--- config.mk ---
export PLATFORM = sky130hd
export DESIGN_NAME = vga_sync_gen
export DESIGN_NICKNAME = d
export VERILOG_FILES = /design/src/rtl/vga_pkg.sv /design/src/rtl/vga_axis_counter.sv /design/src/rtl/vga_sync_gen.sv
export SDC_FILE = /design/constraint.sdc
export NUM_CORES = 1
export LEC_CHECK = 0
export ABC_AREA = 1
export CAP_MARGIN = 30
export CORE_ASPECT_RATIO = 0.75
export CORE_UTILIZATION = 55
export CTS_BUF_LIST = sky130_fd_sc_hd__clkbuf_4 sky130_fd_sc_hd__clkbuf_8
export DETAILED_ROUTE_END_ITERATION = 12
export GPL_ROUTABILITY_DRIVEN = 1
export HOLD_SLACK_MARGIN = 0.06
export PLACE_DENSITY = 0.79
export SLEW_MARGIN = 20
export SYNTH_ARGS = -nofsm -noshare
export SYNTH_HDL_FRONTEND = slang
export SYNTH_SLANG_ARGS = --single-unit
--- constraint.sdc ---
create_clock -name clk -period 1.69 [get_ports clk]
set_clock_uncertainty 0.05 [all_clocks]
set_input_delay 0.338 -clock clk [delete_from_list [all_inputs] [get_ports clk]]
set_output_delay 0.338 -clock clk [all_outputs]
set_load 0.02 [all_outputs]
--- src/rtl/vga_pkg.sv ---
// Shared timing defaults, counter width, horizontal phase type and sync-window helper
// for the VGA timing core.
package vga_pkg;

  localparam int CNT_W = 10;

  localparam int H_ACTIVE_DEF = 640;
  localparam int H_FP_DEF     = 16;
  localparam int H_SYNC_DEF   = 96;
  localparam int H_BP_DEF     = 48;
  localparam int V_ACTIVE_DEF = 480;
  localparam int V_FP_DEF     = 10;
  localparam int V_SYNC_DEF   = 2;
  localparam int V_BP_DEF     = 33;
  localparam bit SYNC_POL_DEF = 1'b0;

  localparam int H_TOTAL = H_ACTIVE_DEF + H_FP_DEF + H_SYNC_DEF + H_BP_DEF;
  localparam int V_TOTAL = V_ACTIVE_DEF + V_FP_DEF + V_SYNC_DEF + V_BP_DEF;

  typedef enum logic [1:0] {
    ACTIVE,
    FP,
    SYNC,
    BP
  } hphase_t;

  // True while pos lies in [start, start+width).
  function automatic logic in_window(input logic [CNT_W-1:0] pos, input int start,
                                     input int width);
    return (int'(pos) >= start) && (int'(pos) < start + width);
  endfunction

endpackage

--- src/rtl/vga_axis_counter.sv ---
// Mod-N position counter with enable and synchronous reset; wrap flags the terminal
// count so a downstream counter can be chained off it.
module vga_axis_counter #(
  parameter int N = 800,
  parameter int W = 10
) (
  input  logic         clk,
  input  logic         rst,
  input  logic         en,
  output logic [W-1:0] cnt,
  output logic         wrap
);

  localparam logic [W-1:0] LAST = W'(N - 1);

  // Explicit compare against N-1 so non-power-of-two totals wrap correctly.
  assign wrap = (cnt == LAST);

  always_ff @(posedge clk) begin
    if (rst) begin
      cnt <= '0;
    end else if (en) begin
      cnt <= wrap ? '0 : cnt + 1'b1;
    end
  end

endmodule

--- src/rtl/vga_sync_gen.sv ---
// VGA timing core: chained h/v position counters, horizontal phase FSM and registered
// sync, visibility, coordinate and strobe outputs, all advancing only while en=1.
module vga_sync_gen
  import vga_pkg::*;
#(
  parameter int H_ACTIVE = H_ACTIVE_DEF,
  parameter int H_FP     = H_FP_DEF,
  parameter int H_SYNC   = H_SYNC_DEF,
  parameter int H_BP     = H_BP_DEF,
  parameter int V_ACTIVE = V_ACTIVE_DEF,
  parameter int V_FP     = V_FP_DEF,
  parameter int V_SYNC   = V_SYNC_DEF,
  parameter int V_BP     = V_BP_DEF,
  parameter bit SYNC_POL = SYNC_POL_DEF
) (
  input  logic             clk,
  input  logic             rst,
  input  logic             en,
  output logic             hsync,
  output logic             vsync,
  output logic             video_on,
  output logic [CNT_W-1:0] pixel_x,
  output logic [CNT_W-1:0] pixel_y,
  output logic             line_end,
  output logic             frame_start
);

  localparam int H_SPAN = H_ACTIVE + H_FP + H_SYNC + H_BP;
  localparam int V_SPAN = V_ACTIVE + V_FP + V_SYNC + V_BP;

  localparam logic [CNT_W-1:0] ACT_LAST  = CNT_W'(H_ACTIVE - 1);
  localparam logic [CNT_W-1:0] FP_LAST   = CNT_W'(H_ACTIVE + H_FP - 1);
  localparam logic [CNT_W-1:0] SYNC_LAST = CNT_W'(H_ACTIVE + H_FP + H_SYNC - 1);
  localparam logic [CNT_W-1:0] V_VIS     = CNT_W'(V_ACTIVE);

  logic [CNT_W-1:0] h_cnt;
  logic [CNT_W-1:0] v_cnt;
  logic             h_wrap;
  logic             v_wrap;
  logic             v_en;
  hphase_t          phase;
  logic             at_origin;

  assign v_en = en && h_wrap;

  vga_axis_counter #(.N(H_SPAN), .W(CNT_W)) u_h_counter (
    .clk  (clk),
    .rst  (rst),
    .en   (en),
    .cnt  (h_cnt),
    .wrap (h_wrap)
  );

  vga_axis_counter #(.N(V_SPAN), .W(CNT_W)) u_v_counter (
    .clk  (clk),
    .rst  (rst),
    .en   (v_en),
    .cnt  (v_cnt),
    .wrap (v_wrap)
  );

  // phase always names the region h_cnt is in; at_origin marks (0,0) as next to emit.
  always_ff @(posedge clk) begin
    if (rst) begin
      phase       <= ACTIVE;
      at_origin   <= 1'b1;
      pixel_x     <= '0;
      pixel_y     <= '0;
      hsync       <= ~SYNC_POL;
      vsync       <= ~SYNC_POL;
      video_on    <= 1'b0;
      line_end    <= 1'b0;
      frame_start <= 1'b0;
    end else if (en) begin
      pixel_x     <= h_cnt;
      pixel_y     <= v_cnt;
      hsync       <= (phase == SYNC) ? SYNC_POL : ~SYNC_POL;
      vsync       <= in_window(v_cnt, V_ACTIVE + V_FP, V_SYNC) ? SYNC_POL : ~SYNC_POL;
      video_on    <= (phase == ACTIVE) && (v_cnt < V_VIS);
      line_end    <= h_wrap;
      frame_start <= at_origin;
      at_origin   <= h_wrap && v_wrap;
      case (phase)
        ACTIVE:  if (h_cnt == ACT_LAST)  phase <= FP;
        FP:      if (h_cnt == FP_LAST)   phase <= SYNC;
        SYNC:    if (h_cnt == SYNC_LAST) phase <= BP;
        BP:      if (h_wrap)             phase <= ACTIVE;
        default: phase <= ACTIVE;
      endcase
    end else begin
      line_end    <= 1'b0;
      frame_start <= 1'b0;
    end
  end

endmodule

# Word-level counts from Yosys, hierarchy flattened
# Cells that the tools add are included.
[totals] register_bits=48 output_inout_bits=25
[classes] add_sub_neg=2 n_lt_le_gt_ge=3 n_eq_ne=12 mux=9 bitwise=1 reduce_logical=7
[op_table] operator="$eq 10x10->1 const B" n=5
[op_table] operator="$add 10x1->10 const B" n=2
[op_table] operator="$lt 10x9->1 const B" n=2
[op_table] operator="$mux 10" n=2
[op_table] operator="$ge 10x9->1 const B" n=1
[op_table] operator="$mux 2" n=4
[op_table] operator="$pmux 2 s4" n=1
[op_table] operator="$reduce_and 5->1" n=1
[op_table] operator="$eq 2x2->1 const B" n=2
[op_table] operator="$logic_and 1x1->1" n=4
[op_table] operator="$ne 2x1->1 const B" n=2
[op_table] operator="$ne 2x2->1 const B" n=2
[op_table] operator="$eq 2x1->1 const B" n=1
[op_table] operator="$logic_not 2->1" n=1
[op_table] operator="$mux 1" n=2
[op_table] operator="$reduce_or 2->1" n=1
[op_table] operator="$not 1->1" n=1

# Logic depth before layout (Yosys ltp)
# Gate-level depths: netlist (run 1).
[depth] ltp_word=3 ltp_mapped=10

# Modules after synthesis
# From an unflattened synthesis (run 1), not the netlist that was laid out.
[hier_totals] hier_cells=299 area_unflattened_um2=2192.1
[modules_own_cells] module="vga_sync_gen" n_inst=1 cells_each=159 area_each_um2=1153.6 seq_area_each_um2=560.5
[modules_own_cells] module="vga_axis_counter (u_v_counter)" n_inst=1 cells_each=72 area_each_um2=520.5 seq_area_each_um2=200.2
[modules_own_cells] module="vga_axis_counter (u_h_counter)" n_inst=1 cells_each=68 area_each_um2=518.0 seq_area_each_um2=200.2

# Worst setup path before layout (run 1)
# Ideal clock, no wire load.
[synth_timing] path_type="register to register" start="reg u_h_counter.cnt[0]" end="reg u_v_counter.cnt[3]" setup_ns=0.123 arrival_time_ns=1.247 required_ns=1.517 path_slack_ns=0.270 stages_incl_launch_ff=8 synth_period_minus_slack_ns=1.420 path_cell_list="dfxtp_1 -> ha_1 -> nand3_1 -> nor2_2 -> nand4_2 -> buf_6 -> nor3_1 -> nor3b_2"
[synth_via] elab_chain_cells=2
[synth_rtl] item="from (decl)" line_no="vga_axis_counter.sv:10" source="output logic [W-1:0] cnt,"
[synth_rtl] item="from (signal assigned)" line_no="vga_axis_counter.sv:23" source="cnt <= wrap ? '0 : cnt + 1'b1;"
[synth_rtl] item="$eq 10x10->1" line_no="vga_axis_counter.sv:17" source="assign wrap = (cnt == LAST);"
[synth_rtl] item="$logic_and 1x1->1" line_no="vga_sync_gen.sv:44" source="assign v_en = en && h_wrap;"
[synth_rtl] item="to (signal assigned)" line_no="vga_axis_counter.sv:23"
[synth_rtl] item="to (decl)" line_no="vga_axis_counter.sv:10"
# Every way passes these cells.
# A chain may end at the register's enable or synchronous reset.

# Final worst setup path (run 1)
[layout_timing] start="reg pixel_x[5]" end="out pixel_x[5]"
[layout_rtl] item="from (decl)" line_no="vga_sync_gen.sv:22" source="output logic [CNT_W-1:0] pixel_x,"
[layout_rtl] item="from (signal assigned)" line_no="vga_sync_gen.sv:75" source="pixel_x <= h_cnt;"
# No word-level cell between the ends.

==> results of run 1 <==
[power by group]
group / internal (mW) / leakage [nW] / total, mW / switching (mW)
logic: 0.0854 / 0.651 / 0.194 / 0.108
registers: 1.16 / 0.393 / 1.18 / 0.0203
clock network: 0.522 / 0.0645 / 0.914 / 0.391
[state kept, by name (all words and copies together) (netlist names)]
register and count:
at_origin 1, frame_start 1, hsync 1, line_end 1, phase 2, pixel_x 10
pixel_y 10, u_h_counter.cnt 10, u_v_counter.cnt 10, video_on 1, vsync 1
[final cells by class]
class | instances | area share
Clock buffer | 7 | 0.0344
Sequential cell | 48 | 0.346
Timing Repair Buffer | 41 | 0.138
Tap cell | 52 | 0.0232
Inverter | 31 | 0.0424
Multi-Input combinational cell | 210 | 0.406
Clock inverter | 1 | 0.0107
[worst register-to-register path: stages, from the launching register on]
cell and delay, ns:
dfxtp_1 0.50, inv_1 0.17, ha_1 0.27, inv_1 0.07, nor2_1 0.04, nand4_1 0.17, nand4_1 0.13, a21oi_1 0.14
[per-layer routing]
metal	vias to the layer above	global-route usage	share of wire
met5	-	0	0
met4	0	0.0852	0.011
met3	6	0.0528	0.066
met2	75	0.377	0.42
met1	931	0.360	0.50
li1	1060	-	-
[cells in the mapped netlist]
cell type / instances / share of area
a211oi_1: 2 / 0.0066
a21boi_0: 1 / 0.0033
a21oi_1: 28 / 0.062
a31o_2: 1 / 0.0039
buf_2: 3 / 0.0066
buf_4: 1 / 0.0033
buf_6: 1 / 0.0050
clkbuf_1: 8 / 0.013
dfxtp_1: 48 / 0.43
ha_1: 8 / 0.044
inv_1: 28 / 0.047
inv_2: 2 / 0.0033
inv_4: 1 / 0.0028
nand2_1: 50 / 0.083
nand2_2: 1 / 0.0028
nand3_1: 20 / 0.044
nand3b_1: 1 / 0.0033
nand4_1: 8 / 0.022
nand4_2: 1 / 0.0055
nand4_4: 1 / 0.0094
nor2_1: 39 / 0.065
nor2_2: 3 / 0.0083
nor2_4: 3 / 0.015
nor3_1: 8 / 0.018
nor3b_1: 1 / 0.0033
nor3b_2: 3 / 0.017
nor4_1: 2 / 0.0055
o21ai_0: 23 / 0.051
o21ai_1: 1 / 0.0022
o21ai_2: 1 / 0.0039
o21bai_1: 1 / 0.0033
xor2_1: 3 / 0.012
[logic make-up (layout without fill, tap and decap cells)]
logic type | count (synthesis) | in the layout
compound gates | 58 | 58
xor+xnor | 3 | 3
fa+ha+maj | 8 | 8
buf+inv | 44 | 80
flops | 48 | 48
simple gates | 141 | 141
[worst min-delay path by stage]
stage	endpoint	slack [ns]
after detailed placement	frame_start	0.40
after CTS	frame_start	0.41
after floorplan	frame_start	0.37
final	frame_start	0.41
after global routing	frame_start	0.44
after global placement	frame_start	0.40
[metrics by stage]
stage | area, um2 | hold WS, ns | cells | util
after floorplan | 2260 | 0.367 | 302 | -
after global placement | 2630 | 0.397 | 381 | 0.691
after detailed placement | 2630 | 0.397 | 381 | 0.691
after CTS | 2760 | 0.411 | 389 | 0.724
after global routing | 2800 | 0.439 | 390 | 0.737
final | 2800 | 0.412 | 390 | 0.737
[timing repair]
item / 4_1_cts / 5_1_grt
hold buffers: 0 / 0
endpoints found under the setup margin: 0 / 18
buffers inserted: 0 / 1
gates resized for setup: 0 / 14
endpoints found under the hold margin: 0 / 0
==> flow_metrics.tcl, run 1 <==
set metrics [dict create \
    numCtsBuffers 5 \
    fill_cells 295 \
    syn_inst 302 \
    clk_latency_ns 0.30 \
    crit_buf_inv 1 \
    register_area_um2 968 \
    reg2reg_depth 7 \
    gp_congestion 0.844 \
    total_power_mw 2.29 \
    antenna_found_initial 0 \
    dieWidth_um 76.0 \
    drtPass1Iterations 4 \
    critical_path_class "reg -> out" \
    rows 19 \
    grt_pass1_vias 1799 \
    worst_slew_pin_slew_ns 0.368 \
    ir_drop_uv 630 \
    syn_area_per_cell_um2 7.48 \
    synthAdderAreaFrac 0.0443 \
    drc 0 \
    tns_ns 0 \
    clock.fmax_ghz 0.606 \
    cp_cell_sequence "clkdlybuf4s50_1" \
    clkTransAtPathRegs_ns 0.09 \
    grt_usage 0.251 \
    max-slew-margin-rel 0.753 \
    endpoint "pixel_x[5]" \
    cts_buffer_depth 2 \
    routed_wl_mm 5.20 \
    grt_pass1_wl_mm 8.54 \
    cp-startpoint "pixel_x[5]" \
    rsz0062_at_grt "no" \
    cap_violations 0 \
    min_period_ns 1.65 \
    p_per_area_nw_per_um2 817 \
    cp_max_fo 2 \
    path_depth 1 \
    worstHoldStart "at_origin" \
    hpwl_mm 3.72 \
    fp.coreArea_um2 3800 \
    via_per_inst 5.31 \
    synth.distinct_cells 32 \
    dieArea_um2 4370 \
    required_ns 1.30 \
    yosys-mux-area-fraction 0 \
    setup_viol 0 \
    dp_slack_ns -0.201 \
    cp_data_arrival_time_ns 1.26 \
    drive_gt1_frac 0.136 \
    diodes 0 \
    synth-compound-area-share 0.136 \
    synthesis.area_um2 2260 \
    ant_nets 0 \
    drt_iter0_drc 132 \
    cts_tree "built" \
    multi_input_area_um2 1140 \
    finalHoldViolations 0 \
    r2r_setup_slack_ns 0.09 \
    fin_crit_sh 0.976 \
    synthSimpleGateAreaFrac 0.302 \
    synth-xor-area-share 0.0116 \
    die_y_um 57.5 \
    synth.yosys.seq_area_share 0.425 \
    vias 2072 \
    worst_slack_ns 0.0398 \
    r2r_start "u_v_counter.cnt[0]" \
    slew_violations 0 \
    wire_per_inst_um 13.3 \
    finalNetCount 348 \
    cts_sinks 48 \
    end_kind "output pin" \
    synth_nets 313 \
    ys_warn_count 0 \
    io_buffers 27 \
    worstHoldPathType "reg -> reg" \
    syn2layout_area_growth_pct 24.0 \
    grt_start_max_net_pins 27 \
    cpPeakStageDelay_ns 0.61 \
    io-pin-count 28 \
    p_leak_nw 1.11 \
    synth_top_family_by_area "simple AND/OR/NAND/NOR gates" \
    critPathSlowestCell "clkdlybuf4s50_1" \
    cts-root-buf "clkbuf_8" \
    worst_r2r_endpoint "u_v_counter.cnt[9]" \
    crit_family "buffers and inverters" \
    ys_ff_latch 48 \
    crit_path_start_kind "flip-flop" \
    holdPathStages 2 \
    outcome "finished, final reports clean" \
    grt_remaining_overflow 0 \
    h-tree-depth 2 \
    start_util 0.594 \
    final_common_cell "nand2_1" \
    final_cell_mix "48 x nand2_1, 46 x dfxtp_1, 37 x nor2_1" \
]
No activity file was read; power rests on OpenSTA's default activity.
==> run 2: changes to the inputs <==
--- a/config.mk
+++ b/config.mk
@@ -10,6 +10,7 @@
 export CORE_ASPECT_RATIO = 0.75
 export CORE_UTILIZATION = 55
 export CTS_BUF_LIST = sky130_fd_sc_hd__clkbuf_4 sky130_fd_sc_hd__clkbuf_8
+export CTS_CLUSTER_DIAMETER = 40
 export DETAILED_ROUTE_END_ITERATION = 12
 export GPL_ROUTABILITY_DRIVEN = 1
 export HOLD_SLACK_MARGIN = 0.06
==> results of run 2 <==
Same layout as run 1: the final DEF is identical, and so are final timing and power.
